<file path="config.mk">
export PLATFORM = sky130hd
export DESIGN_NAME = flex_counter_ud_flat
export DESIGN_NICKNAME = d
export VERILOG_FILES = /design/src/rtl/flex_counter_ud_if.sv /design/src/rtl/flex_counter_ud.sv /design/src/flat_wrapper.sv
export SDC_FILE = /design/constraint.sdc
export NUM_CORES = 1
export LEC_CHECK = 0
export BUFFER_PORTS_ARGS = -buffer_cell sky130_fd_sc_hd__buf_2
export CAP_MARGIN = 20
export CORE_MARGIN = 2
export CORE_UTILIZATION = 50
export DETAILED_ROUTE_END_ITERATION = 10
export HOLD_SLACK_MARGIN = 0.12
export PLACE_DENSITY_LB_ADDON = 0.3
export RECOVER_POWER = 25
export REMOVE_ABC_BUFFERS = 1
export SLEW_MARGIN = 20
export SYNTH_ARGS = -nofsm -noshare
export SYNTH_HDL_FRONTEND = slang
export SYNTH_SLANG_ARGS = --single-unit
</file>
<file path="constraint.sdc">
create_clock -name clk -period 2.8 [get_ports clk]
set_input_delay 0.56 -clock clk [delete_from_list [all_inputs] [get_ports clk]]
set_output_delay 0.56 -clock clk [all_outputs]
set_load 0.005 [all_outputs]
</file>
<file path="src/rtl/flex_counter_ud_if.sv">
// Control and status bundle for flex_counter_ud. The master drives the controls
// and the slave (the counter) returns count and flags.
interface flex_counter_ud_if #(
    parameter int NUM_CNT_BITS = 4
);
    logic                    clear;
    logic                    load;
    logic [NUM_CNT_BITS-1:0] load_val;
    logic                    count_enable;
    logic                    count_up;
    logic                    one_shot;
    logic [NUM_CNT_BITS-1:0] rollover_val;
    logic [NUM_CNT_BITS-1:0] count_out;
    logic                    rollover_flag;
    logic                    wrap_pulse;
    logic                    done_flag;

    modport master (
        output clear, load, load_val, count_enable, count_up, one_shot, rollover_val,
        input  count_out, rollover_flag, wrap_pulse, done_flag
    );

    modport slave (
        input  clear, load, load_val, count_enable, count_up, one_shot, rollover_val,
        output count_out, rollover_flag, wrap_pulse, done_flag
    );
endinterface

</file>
<file path="src/rtl/flex_counter_ud.sv">
// Parametrised up/down counter with programmable rollover value, parallel load,
// wrap or one-shot (saturating) mode and registered status flags.
module flex_counter_ud #(
    parameter int NUM_CNT_BITS = 4
) (
    input logic              clk,
    input logic              n_rst,
    flex_counter_ud_if.slave bus
);
    localparam logic [NUM_CNT_BITS-1:0] ZERO = '0;
    localparam logic [NUM_CNT_BITS-1:0] ONE  = {{(NUM_CNT_BITS-1){1'b0}}, 1'b1};

    logic [NUM_CNT_BITS-1:0] count_q, count_d;
    logic                    roll_q, roll_d;
    logic                    wrap_q, wrap_d;
    logic                    done_q, done_d;
    logic [NUM_CNT_BITS-1:0] terminal;
    logic                    rangeValid;

    assign rangeValid = (bus.rollover_val != ZERO);
    assign terminal   = bus.count_up ? bus.rollover_val : ONE;

    always_comb begin
        count_d = count_q;
        wrap_d  = 1'b0;
        done_d  = done_q;

        if (bus.clear) begin
            count_d = ZERO;
            done_d  = 1'b0;
        end else if (bus.load) begin
            count_d = bus.load_val;
            done_d  = 1'b0;
        end else if (bus.count_enable && rangeValid) begin
            if (bus.count_up) begin
                if (count_q >= bus.rollover_val) begin
                    if (!bus.one_shot) begin
                        count_d = ONE;
                        wrap_d  = 1'b1;
                    end
                end else begin
                    count_d = count_q + ONE;
                end
            end else begin
                // Zero sits outside the 1..rollover_val range, so it re-enters at the top silently.
                if (count_q == ZERO) begin
                    count_d = bus.rollover_val;
                end else if (count_q == ONE) begin
                    if (!bus.one_shot) begin
                        count_d = bus.rollover_val;
                        wrap_d  = 1'b1;
                    end
                end else begin
                    count_d = count_q - ONE;
                end
            end

            if (bus.one_shot && (count_d == terminal)) begin
                done_d = 1'b1;
            end
        end

        roll_d = rangeValid && (count_d == bus.rollover_val);
    end

    always_ff @(posedge clk) begin
        if (!n_rst) begin
            count_q <= ZERO;
            roll_q  <= 1'b0;
            wrap_q  <= 1'b0;
            done_q  <= 1'b0;
        end else begin
            count_q <= count_d;
            roll_q  <= roll_d;
            wrap_q  <= wrap_d;
            done_q  <= done_d;
        end
    end

    assign bus.count_out     = count_q;
    assign bus.rollover_flag = roll_q;
    assign bus.wrap_pulse    = wrap_q;
    assign bus.done_flag     = done_q;
endmodule

</file>
<file path="src/flat_wrapper.sv">
// flat-port wrapper written by rule: the top's interface ports become plain ports
module flex_counter_ud_flat 
#(
    parameter int NUM_CNT_BITS = 4
)
  (clk, n_rst, bus_clear, bus_load, bus_load_val, bus_count_enable, bus_count_up, bus_one_shot, bus_rollover_val, bus_count_out, bus_rollover_flag, bus_wrap_pulse, bus_done_flag);
  flex_counter_ud_if #(.NUM_CNT_BITS(NUM_CNT_BITS)) bus_i ();
  input logic clk;
  input logic n_rst;
  input wire logic [$bits(bus_i.clear)-1:0] bus_clear;
  input wire logic [$bits(bus_i.load)-1:0] bus_load;
  input wire logic [$bits(bus_i.load_val)-1:0] bus_load_val;
  input wire logic [$bits(bus_i.count_enable)-1:0] bus_count_enable;
  input wire logic [$bits(bus_i.count_up)-1:0] bus_count_up;
  input wire logic [$bits(bus_i.one_shot)-1:0] bus_one_shot;
  input wire logic [$bits(bus_i.rollover_val)-1:0] bus_rollover_val;
  output wire logic [$bits(bus_i.count_out)-1:0] bus_count_out;
  output wire logic [$bits(bus_i.rollover_flag)-1:0] bus_rollover_flag;
  output wire logic [$bits(bus_i.wrap_pulse)-1:0] bus_wrap_pulse;
  output wire logic [$bits(bus_i.done_flag)-1:0] bus_done_flag;
  assign bus_i.clear = bus_clear;
  assign bus_i.load = bus_load;
  assign bus_i.load_val = bus_load_val;
  assign bus_i.count_enable = bus_count_enable;
  assign bus_i.count_up = bus_count_up;
  assign bus_i.one_shot = bus_one_shot;
  assign bus_i.rollover_val = bus_rollover_val;
  assign bus_count_out = bus_i.count_out;
  assign bus_rollover_flag = bus_i.rollover_flag;
  assign bus_wrap_pulse = bus_i.wrap_pulse;
  assign bus_done_flag = bus_i.done_flag;
  flex_counter_ud #(.NUM_CNT_BITS(NUM_CNT_BITS)) u_core (.clk(clk), .n_rst(n_rst), .bus(bus_i));
endmodule
</file>
==> results.md <==
* RSZ-0062 raised after global routing: false
* Synth cell types at 54
* Worst min path class: in -> reg
* Max Cap Viol at 0
* Hold Slack at 573.5 ps
* Wire per inst at 15.69 microns
* # nets final at 217
* Vias per cell at 6.430
* Hold Path Stages at 3
* Power share of the combinational group at 0.495
* Req. time, crit path at 2970 ps
* Leak Pwr at 0.6091 nW
* FP Rows at 17
* Core area at 2233 sq um
* Period Utilization, post-route at 0.9221
* Total wire length at 3.467 mm
* Crit path max fanout at 8
* Die extent in y at 52.63 microns
* Crit path launch type: register
* Vias in the first global route at 1,265
* GRT Residual Overflow at 0
* DRT Pass-1 Iters at 6
* Clk slew on worst S/H paths at 60 ps
* First-pass GRT wire length at 5.789 mm
* Pins Over Slew Limit at 0
* H-tree levels at 1
* Overall die area at 2770 sq um
* Setup TNS at 0 ps
* Actual slew at the worst max-slew pin at 579.6 ps
* Clock Skew at 3.291 ps
* CTS tree: done
* Post-synthesis sequential area ratio at 0.1185
* CP cell instances: inv_1 -> ha_1 -> nand2b_1 -> a2111oi_0 -> o41a_2 -> a31oi_4 -> xnor2_1 -> or3_1 -> nor4_2
* Reg2Reg Setup Slack at 220 ps
* Fraction of layout cells with a size suffix above 1 at 0.2176
* Width of the chip at 52.63 microns
* CP max-delay cell: o41a_2
* Largest net degree at the start of global routing at 16
* Max incr delay on CP at 530 ps
* Commonest non-fill, non-tap cells in the layout: 20 x buf_2, 17 x nor2_1, 13 x nand2_1
* Starting DRC count in detailed routing at 79
* Worst Slack Setup Final at 218.0 ps
* Power Internal at 242.3 uW
* R2r startpoint: u_core.bus.count_out[1]
* Initial Util at 0.5294
* PostCTS Resize Cnt at 0
* Outcome: finished clean
* Fin. Hold Viols at 0
* Syn Std Cell Area at 1182 sq um
* Antenna cells at 0
* #FFs+latches synth at 7
* Clock Tree Buf Depth at 2
* Most common cell after layout, fill and taps aside: buf_2
* Detailed Place HPWL at 2.692 mm
* Sequential power share at 0.264
* Hold Crit Endpoint: u_core.bus.count_out[0]
* Final Critical Period at 2582 ps
* VDD IR max at 217.1 uV
* Worst skew pair latency at 260 ps
* CP arrival at 2750 ps
* Sw Share at 0.4078
* Placed Instances at 217
* Fillers at 222
* Fmax at 0.3873 GHz
* Sw Pwr at 166.8 uW
* Clock Power Share at 0.240
* CTS Buf Count at 3
* Pwr Density at 296.2 nW/um^2
* Max-slew headroom at 0.6036
* Layout Cells excl Fill at 221
* Hold_buf cts at 0
* Clock Root Buffer: clkbuf_4
* Antenna Violating Nets Remaining at 0
* Routed vias at 1,421
* Pre-CTS WS at 50.10 ps
* GRT Total Usage at 0.2822
* I/O pins at 22
* Power Total at 409.1 uW
* Final setup violation count at 0
* Routability cong. at 1.012
* Post-synthesis area per instance at 7.080 sq um
* Cells after Synth at 167
* Async set-reset flop share out of synthesis at 0
* Initial antenna violation count at 0
* Ys flop type: dfxtp_1
* Crit path kind: reg -> reg
* CTS sink cnt at 7
* RR Endpoint: u_core.bus.rollover_flag
* Postcts setup bufs at 0
* Residual DRC at 0
* Synthesis-to-layout area growth at 16.82%
* Worst Reg-to-Reg Cells at 9
* IO buf count at 21
* Synth warnings at 0
* Worst hold start: bus_load_val[0]
* CP Capture Type: register
* Post-synth EDFFs at 0
per-layer routing:
layer	wire [microns]	track usage	vias up	share of wire
met5	0	0	-	0
met4	26	0.03846	0	0.0075
met3	346	0.04571	5	0.10
met2	1704	0.4875	75	0.49
met1	1389	0.3733	656	0.40
li1	-	-	685	-
synth_stat cells, types with 3 or more instances:
| cell type | count | area, sq um |
|---|---|---|
| a22oi_1 | 3 | 22.52 |
| buf_2 | 3 | 15.01 |
| o21ai_1 | 3 | 15.01 |
| mux2i_1 | 3 | 30.03 |
| nor3_1 | 7 | 35.03 |
| a2111o_1 | 3 | 33.78 |
| clkbuf_1 | 6 | 22.52 |
| ha_1 | 8 | 100.1 |
| nand4_1 | 3 | 18.77 |
| a21oi_1 | 10 | 50.05 |
| o21ai_0 | 6 | 30.03 |
| nand2_1 | 13 | 48.80 |
| or3_1 | 3 | 18.77 |
| inv_1 | 10 | 37.54 |
| nor2b_1 | 4 | 25.02 |
| nand3_1 | 10 | 50.05 |
| nor2_1 | 17 | 63.81 |
| nand2b_1 | 6 | 37.54 |
| dfxtp_1 | 7 | 140.1 |
stage by stage:
stage / area, sq um / utilization
3_5_place_dp: 1356 / 0.6073
3_3_place_gp: 1356 / 0.6073
4_1_cts: 1383 / 0.6190
5_1_grt: 1381 / 0.6185
2_1_floorplan: 1134 / -
6_report: 1381 / 0.6185
flip-flops by register name, summed over array words and instances, names as in the netlist:
signal / count
u_core.bus.count_out: 4
u_core.bus.done_flag: 1
u_core.bus.rollover_flag: 1
u_core.bus.wrap_pulse: 1
cell families after synthesis:
family | synth area share
compound gates | 0.3270
xor+xnor | 0.01482
fa+ha+maj | 0.08466
buf+inv | 0.07301
flops | 0.1185
mux | 0.03492
simple gates | 0.3471
worst max path at each step:
stage,end,start,slack [ps],cells after the start
finish,u_core.bus.rollover_flag,u_core.bus.count_out[1],220,9
global route,u_core.bus.rollover_flag,u_core.bus.count_out[0],40,9
CTS,u_core.bus.rollover_flag,u_core.bus.count_out[0],250,9
detailed placement,u_core.bus.done_flag,bus_rollover_val[3],50,10
global placement,u_core.bus.done_flag,bus_rollover_val[3],170,10
floorplan,u_core.bus.done_flag,u_core.bus.count_out[0],170,9
area by class of cell:
type	instances	area, sq um	area share
inverter	10	37.54	0.02717
multi-input combinational	140	955.9	0.6920
tap	28	35.03	0.02536
clock buffer	4	26.28	0.01902
sequential	7	140.1	0.1014
timing repair buffer	32	186.4	0.1350
worst max-delay path: cells and delay by family, from the launching register on:
kind | cells | cell delay (ps)
compound gates | 3 | 890
simple gates | 3 | 630
flops | 1 | 510
fa+ha+maj | 1 | 240
buf+inv | 1 | 150
xor+xnor | 1 | 80
power groups by stage:
stage	Sequential, mW	Clock (mW)	Combinational [mW]
floorplan	0.113	0	0.117
global placement	0.110	0	0.193
detailed placement	0.110	0	0.198
CTS	0.108	0.100	0.199
global route	0.109	0.106	0.224
finish	0.108	0.0983	0.203
(Power assumes the default switching activity.)
